$ cat config.mk
export PLATFORM = sky130hd
export DESIGN_NAME = ssb_phasing_combiner
export DESIGN_NICKNAME = d
export VERILOG_FILES = /design/src/rtl/ssb_phasing_combiner.sv
export SDC_FILE = /design/constraint.sdc
export NUM_CORES = 2
export LEC_CHECK = 0
export ABC_AREA = 0
export BUFFER_PORTS_ARGS = -buffer_cell sky130_fd_sc_hd__buf_2
export CORE_MARGIN = 5
export CORE_UTILIZATION = 40
export CTS_BUF_LIST = sky130_fd_sc_hd__clkbuf_16
export DETAILED_ROUTE_END_ITERATION = 6
export SETUP_SLACK_MARGIN = 0.5
export SLEW_MARGIN = 20
export SYNTH_ARGS = -nofsm -noshare
export SYNTH_HDL_FRONTEND = slang
export SYNTH_SLANG_ARGS = --single-unit
export TNS_END_PERCENT = 10
$ cat constraint.sdc
create_clock -name clk -period 13.3 [get_ports clk]
set_input_delay 1.33 -clock clk [delete_from_list [all_inputs] [get_ports clk]]
set_output_delay 1.33 -clock clk [all_outputs]
set_load 0.01 [all_outputs]
$ cat src/rtl/ssb_phasing_combiner.sv
// Phasing-method SSB combiner: delays I to align with the Hilbert quadrature and
// forms I*cos -/+ Q*sin on one shared 16x16 multiplier, saturated to 16 bits.
module ssb_phasing_combiner #(
  parameter int I_DELAY = 15,
  parameter int FRAC    = 15
) (
  input  logic               clk,
  input  logic               rst,
  input  logic               in_valid,
  input  logic signed [15:0] i_in,
  input  logic signed [15:0] q_in,
  input  logic signed [15:0] cos_in,
  input  logic signed [15:0] sin_in,
  input  logic               sideband_sel,
  output logic signed [15:0] dout,
  output logic               out_valid,
  output logic               busy,
  output logic               overrun
);

  // state  | meaning
  // IDLE   | waiting for in_valid; the only state that accepts a sample
  // MUL_I  | acc = i_d * cos
  // MUL_Q  | acc = acc -/+ q * sin, saturated result registered into dout
  // OUT    | out_valid high, dout holds the new sample
  typedef enum logic [1:0] {IDLE, MUL_I, MUL_Q, OUT} state_t;

  localparam int PTR_W = (I_DELAY > 1) ? $clog2(I_DELAY) : 1;
  localparam logic [PTR_W-1:0] PTR_LAST = PTR_W'(I_DELAY - 1);

  state_t             state, state_nxt;
  logic signed [15:0] dly_buf [I_DELAY];
  logic [PTR_W-1:0]   wptr;
  logic signed [15:0] i_r, q_r, cos_r, sin_r;
  logic               sel_r;
  logic signed [32:0] acc, acc_nxt, shifted;
  logic signed [15:0] mul_a, mul_b;
  logic signed [31:0] prod;
  logic signed [32:0] prod_ext;
  logic signed [15:0] sat_val;
  logic               accept;

  assign accept = in_valid && (state == IDLE);
  assign busy   = (state != IDLE);

  always_comb begin
    state_nxt = state;
    case (state)
      IDLE:    if (in_valid) state_nxt = MUL_I;
      MUL_I:   state_nxt = MUL_Q;
      MUL_Q:   state_nxt = OUT;
      OUT:     state_nxt = IDLE;
      default: state_nxt = IDLE;
    endcase
  end

  // The single multiplier sees I/cos in MUL_I and Q/sin otherwise.
  always_comb begin
    mul_a = i_r;
    mul_b = cos_r;
    if (state == MUL_Q) begin
      mul_a = q_r;
      mul_b = sin_r;
    end
  end

  assign prod     = mul_a * mul_b;
  assign prod_ext = {prod[31], prod};

  always_comb begin
    acc_nxt = acc;
    case (state)
      MUL_I:   acc_nxt = prod_ext;
      MUL_Q:   acc_nxt = sel_r ? (acc + prod_ext) : (acc - prod_ext);
      default: acc_nxt = acc;
    endcase
  end

  // Arithmetic shift floors toward minus infinity before the clamp.
  always_comb begin
    shifted = acc_nxt >>> FRAC;
    sat_val = shifted[15:0];
    if (shifted > 33'sd32767)
      sat_val = 16'sh7fff;
    else if (shifted < -33'sd32768)
      sat_val = 16'sh8000;
  end

  always_ff @(posedge clk or posedge rst) begin
    if (rst) begin
      state     <= IDLE;
      wptr      <= '0;
      for (int k = 0; k < I_DELAY; k++) dly_buf[k] <= '0;
      i_r       <= '0;
      q_r       <= '0;
      cos_r     <= '0;
      sin_r     <= '0;
      sel_r     <= 1'b0;
      acc       <= '0;
      dout      <= '0;
      out_valid <= 1'b0;
      overrun   <= 1'b0;
    end else begin
      state     <= state_nxt;
      out_valid <= 1'b0;
      if (accept) begin
        i_r           <= dly_buf[wptr];
        dly_buf[wptr] <= i_in;
        q_r           <= q_in;
        cos_r         <= cos_in;
        sin_r         <= sin_in;
        sel_r         <= sideband_sel;
        wptr          <= (wptr == PTR_LAST) ? '0 : wptr + 1'b1;
      end
      if (in_valid && (state != IDLE)) overrun <= 1'b1;
      if ((state == MUL_I) || (state == MUL_Q)) acc <= acc_nxt;
      // Register the result on entry to OUT so dout is stable while out_valid is high.
      if (state == MUL_Q) begin
        dout      <= sat_val;
        out_valid <= 1'b1;
      end
    end
  end

endmodule
-- Word level (Yosys, flattened, before mapping)
Cells that the tools add are included.
- input port bits: 68
- logic and storage cells: 65
- RAM bits: 0
- register bits after elaboration: 362
- ROM bits: 0
- bits in latches: 0
- memories kept: 0
- output and inout bits: 19
- mux-type cells: 16
- equal/unequal tests: 5
- magnitude comparators: 4
- $mul: 1
- bitwise gates (word level): 1
- reduce and logical (&&, ||, !) cells: 8
- divide/modulo/power cells: 0
- add/subtract/negate cells: 3
- shift operators: 0
- operators by type and width (operator ; count):
    $bwmux 240 ; 1
    $mux 16 ; 7
    $pmux 33 s2 ; 1
    $bmux 16 s4 ; 1
    $demux 16 s4 ; 1
    $add 33x32->33 ; 1
    $mux 33 ; 1
    $sub 33x32->33 ; 1
    $mul 16x16->32 ; 1
    $gt 18x16->1 const B ; 1
    $lt 18x16->1 const B ; 1
    $pmux 2 s4 ; 1
    $ge 5x5->1 const B ; 1
    $lt 5x1->1 const B ; 1
    $not 4->5 ; 1
    $add 4x1->4 const B ; 1
    $eq 2x2->1 const B ; 2
    $eq 4x4->1 const B ; 1
    $mux 4 ; 1
    $reduce_bool 2->1 ; 2
    $logic_and 1x1->1 ; 3
    $eq 2x1->1 const B ; 1
    $logic_not 2->1 ; 1
    $mux 2 ; 1
    4 further kinds ; 4

-- Logic depth before layout (Yosys ltp)
- depth in word-level cells: 9
- mapped depth: 45
- gate-level depth less buffers: 41

-- Worst setup path after synthesis
OpenSTA, ideal clock, no wires.
- path type: flip-flop to flip-flop
- start point: register state[0]
- end point: register dout[0]
- cell stages (with the launch flop): 44
- arrival time: 10.646 ns
- setup time: 0.065 ns
- period minus slack after synthesis: 10.710 ns
- data required time: 13.235 ns
- setup slack: 2.590 ns
- cell sequence: dfrtp_1 inv_1 ha_1 buf_6 clkbuf_1 clkbuf_1 mux2i_1 nor2_1 fa_1 inv_1 fa_1 fa_1 inv_1 fa_1 fa_1 inv_1 fa_1 inv_1 [8 not listed] nand2_1 nor3_1 a31oi_1 xor2_1 ha_1 a21oi_1 o21ai_0 a2111oi_0 and2_1 a21boi_1 a21bo_2 or4_1 a211oi_1 or3_1 nor3_4 a22oi_4 buf_6 o22a_1
- cells in the longest elaborated chain, start to end: 9
- elaborated cells between the ends (all ways): 13
- RTL lines (what ; line ; RTL):
    start: declaration ; 31 ; state_t state, state_nxt;
    start signal: assignment ; 104 ; state <= state_nxt;
    $eq 2x2->1 ; 61, 72, 118 ;
    $mux 16 ; 61 ; if (state == MUL_Q) begin
    $mul 16x16->32 ; 67 ; assign prod = mul_a * mul_b;
    $sub 33x32->33 or $add 33x32->33 (tied branches) ; 74 ; MUL_Q: acc_nxt = sel_r ? (acc + prod_ext) : (acc - prod_ext);
    $mux 33 ; 74 ;
    $pmux 33 s2 ; 72 ; case (state)
    $lt 18x16->1 ; 85 ; else if (shifted < -33'sd32768)
    $mux 16 ; 85 ;
    $mux 16 ; 83 ; if (shifted > 33'sd32767)
    end signal: assignment ; 119 ; dout <= sat_val;
    end: declaration ; 15 ; output logic signed [15:0] dout,
Several ways; a longest one is shown, not always the timed one.
A chain may end at the register's enable or synchronous reset.

-- Worst setup path after layout
- start point: register state[0]
- end point: register dout[8]
Same word-level chain as after synthesis.

==> results.toml <==
[status]
status = "finished clean"

[die]
initial_core_util = 0.404
core_area_sq_mm = 0.0716
dieArea_sq_mm = 0.0778
num_rows = 98
die_h_um = 279
ios = 87
die_x_um = 279

[clock_tree]
hold_buffers = 0
insertion_delay_ns = 0.58
cts.sinks = 362
cts_root_buf = "clkbuf_16"
cts.clk_slew.worst_paths_ns = 0.06
clk_path_buf_depth = 3
numCtsBuffers = 41
htreeDepth = 2
cts_tree = "built"

[drt]
drt_pass1_iterations = 5
routedWlPerCell_um = 20.0
drcViolationCount = 0
vias = 20404
wl_mm = 75.8
viasPerCell = 5.38
drtAntennaViolNets = 0
drtIter0Drc = 1237

[setup_path]
r2r_end = "dout[8]"
required_ns = 13.82
worstSetupStartpoint = "state[0]"
cp_slowest_cell = "mux2i_2"
slowest_delay_ns = 0.74
rrSetupSlack_ns = 1.11
cp_common_cell = "fa_1"
cp-end-kind = "register"
startpoint_type = "register"
timing.rr.start = "state[0]"
ff2ff_path_depth = 36
critPathMaxFanout = 36
crit_type = "register to register"
crit_arrival_ns = 12.71
endpoint = "dout[8]"

[synthesis]
yosys-top-cells-area = "dfrtp_1 31%, fa_1 18%, mux2_2 10%, ha_1 5.1%, mux4_2 5.0%"
avgSynthCellArea_sq_um = 10.5
seq_area_frac_synth = 0.313
yosysTopAreaCellShare = 0.313
synthArstFlopShare = 1.00
ys_warn_count = 0
synth_top_cell_by_area = "dfrtp_1"
yosysUniqueCellTypes = 94
synthesis.area_sq_mm = 0.0289
synth_edf_count = 0
ys.flop_type = "dfrtp_1"
syn_nets = 3210
synthCells = 2761
synth-seq-cells = 362

[global_routing]
grt_max_degree = 177
antenna_found_initial = 3
grtUsageTotal = 0.196
grt_pass1_vias = 22271
grt_pass1_wl_mm = 122
overflow = 0

[placement]
dp.final_hpwl_mm = 55.9
port_buffers = 86
routabilityCongestion = 0.914
place_ws_ns = 0.795

[sta]
finalClockSkew_ns = 0.0296
hold_violations = 0
tightest_slew_ns = 1.15
layout_min_cycle_time_ns = 12.19
hold_ws_ns = 0.458
period_share = 0.917
setup_viol = 0
slew_violations = 0
fin_ws_ns = 1.11
fmax_mhz = 82.0
rsz0062_at_grt = "false"
fin_setup_tns_ns = 0
maxSlewHeadroom = 0.211

[cells_and_area]
drive_gt1_frac = 0.204
final_core_util = 0.444
layout_common_cells = "370 x nand2_1, 360 x dfrtp_1, 323 x inv_1"
syn_to_final_growth_pct = 9.92
final_common_cell = "nand2_1"
nNetsFinal = 3259

[flow_run]
max_cap_viol_count = 0

[min_path]
hp-class = "register to register"
worst min-delay path by stage:
stage	from	endpoint	cells after the start	slack, ns
floorplan	cos_r[0]	cos_r[0]	2	0.44
global placement	overrun	overrun	1	0.44
detailed placement	overrun	overrun	1	0.45
CTS	overrun	overrun	1	0.46
global route	overrun	overrun	1	0.50
finish	overrun	overrun	1	0.46
metrics by stage:
| stage | area [sq um] | instances |
|---|---|---|
| 2_1_floorplan | 28900 | 2761 |
| 3_3_place_gp | 30400 | 3715 |
| 3_5_place_dp | 30400 | 3715 |
| 4_1_cts | 31700 | 3790 |
| 5_1_grt | 31800 | 3792 |
| 6_report | 31800 | 3795 |
critical path: cells and delay by family, from the launching register on:
family                     cells  cell delay [ns]
AOI/OAI and AO/OA              9             2.75
buffers and inverters          5             0.81
adders and majority gates      9             4.12
and+or+nand+nor               10             2.73
DFF                            1             0.39
muxes                          1             0.74
xor gates and xnor gates       2             0.57
area by class of cell:
type	instances	area (sq um)
clock buffer	41	1030
sequential	362	9060
timing repair buffer	129	798
antenna	3	7.51
fill	6790	39800
tap	950	1190
clock inverter	34	314
multi-input combinational	1959	18200
inverter	317	1200
cell families after synthesis:
| group | Yosys count | share of synthesized area |
|---|---|---|
| buf+inv | 440 | 0.0601 |
| compound gates | 346 | 0.0795 |
| fa+ha+maj | 381 | 0.233 |
| flops | 362 | 0.313 |
| xor+xnor | 78 | 0.0241 |
| simple gates | 772 | 0.118 |
| mux | 382 | 0.172 |
timing repair:
| item | 4_1_cts | 5_1_grt |
|---|---|---|
| setup endpoints to repair | 0 | 15 |
| hold endpoints to repair | 0 | 0 |
| setup buffers | 0 | 1 |
| resized for setup | 0 | 3 |
routing by layer:
layer	track usage	up-vias	share of wire
met1	0.245	10444	0.41
li1	-	9349	-
met5	0	-	0
met3	0.0321	141	0.048
met4	0.0639	0	0.035
met2	0.348	470	0.51
synthesized netlist by cell type, drive strengths merged (23+ instances only):
master and number:
nand3 23, fa 263, a21oi 108, ha 118, clkbuf 95, xnor2 49
a21o 27, mux2 269, o21ai 67, nand2 371, xor2 28, dfrtp 362
mux4 64, buf 27, nor2 219, mux2i 49, nor3 26, nor2b 25
inv 316
registers in the layout, indices dropped and copies added (netlist names):
signal,cells
acc,33
q_r,16
state,2
sin_r,16
i_r,16
out_valid,1
dly_buf,240
cos_r,16
wptr,4
dout,16
sel_r,1
overrun,1
Power is left out: the tool's default activity adds up to more than one toggle a clock period on the data nets, which glitch-free logic cannot reach.
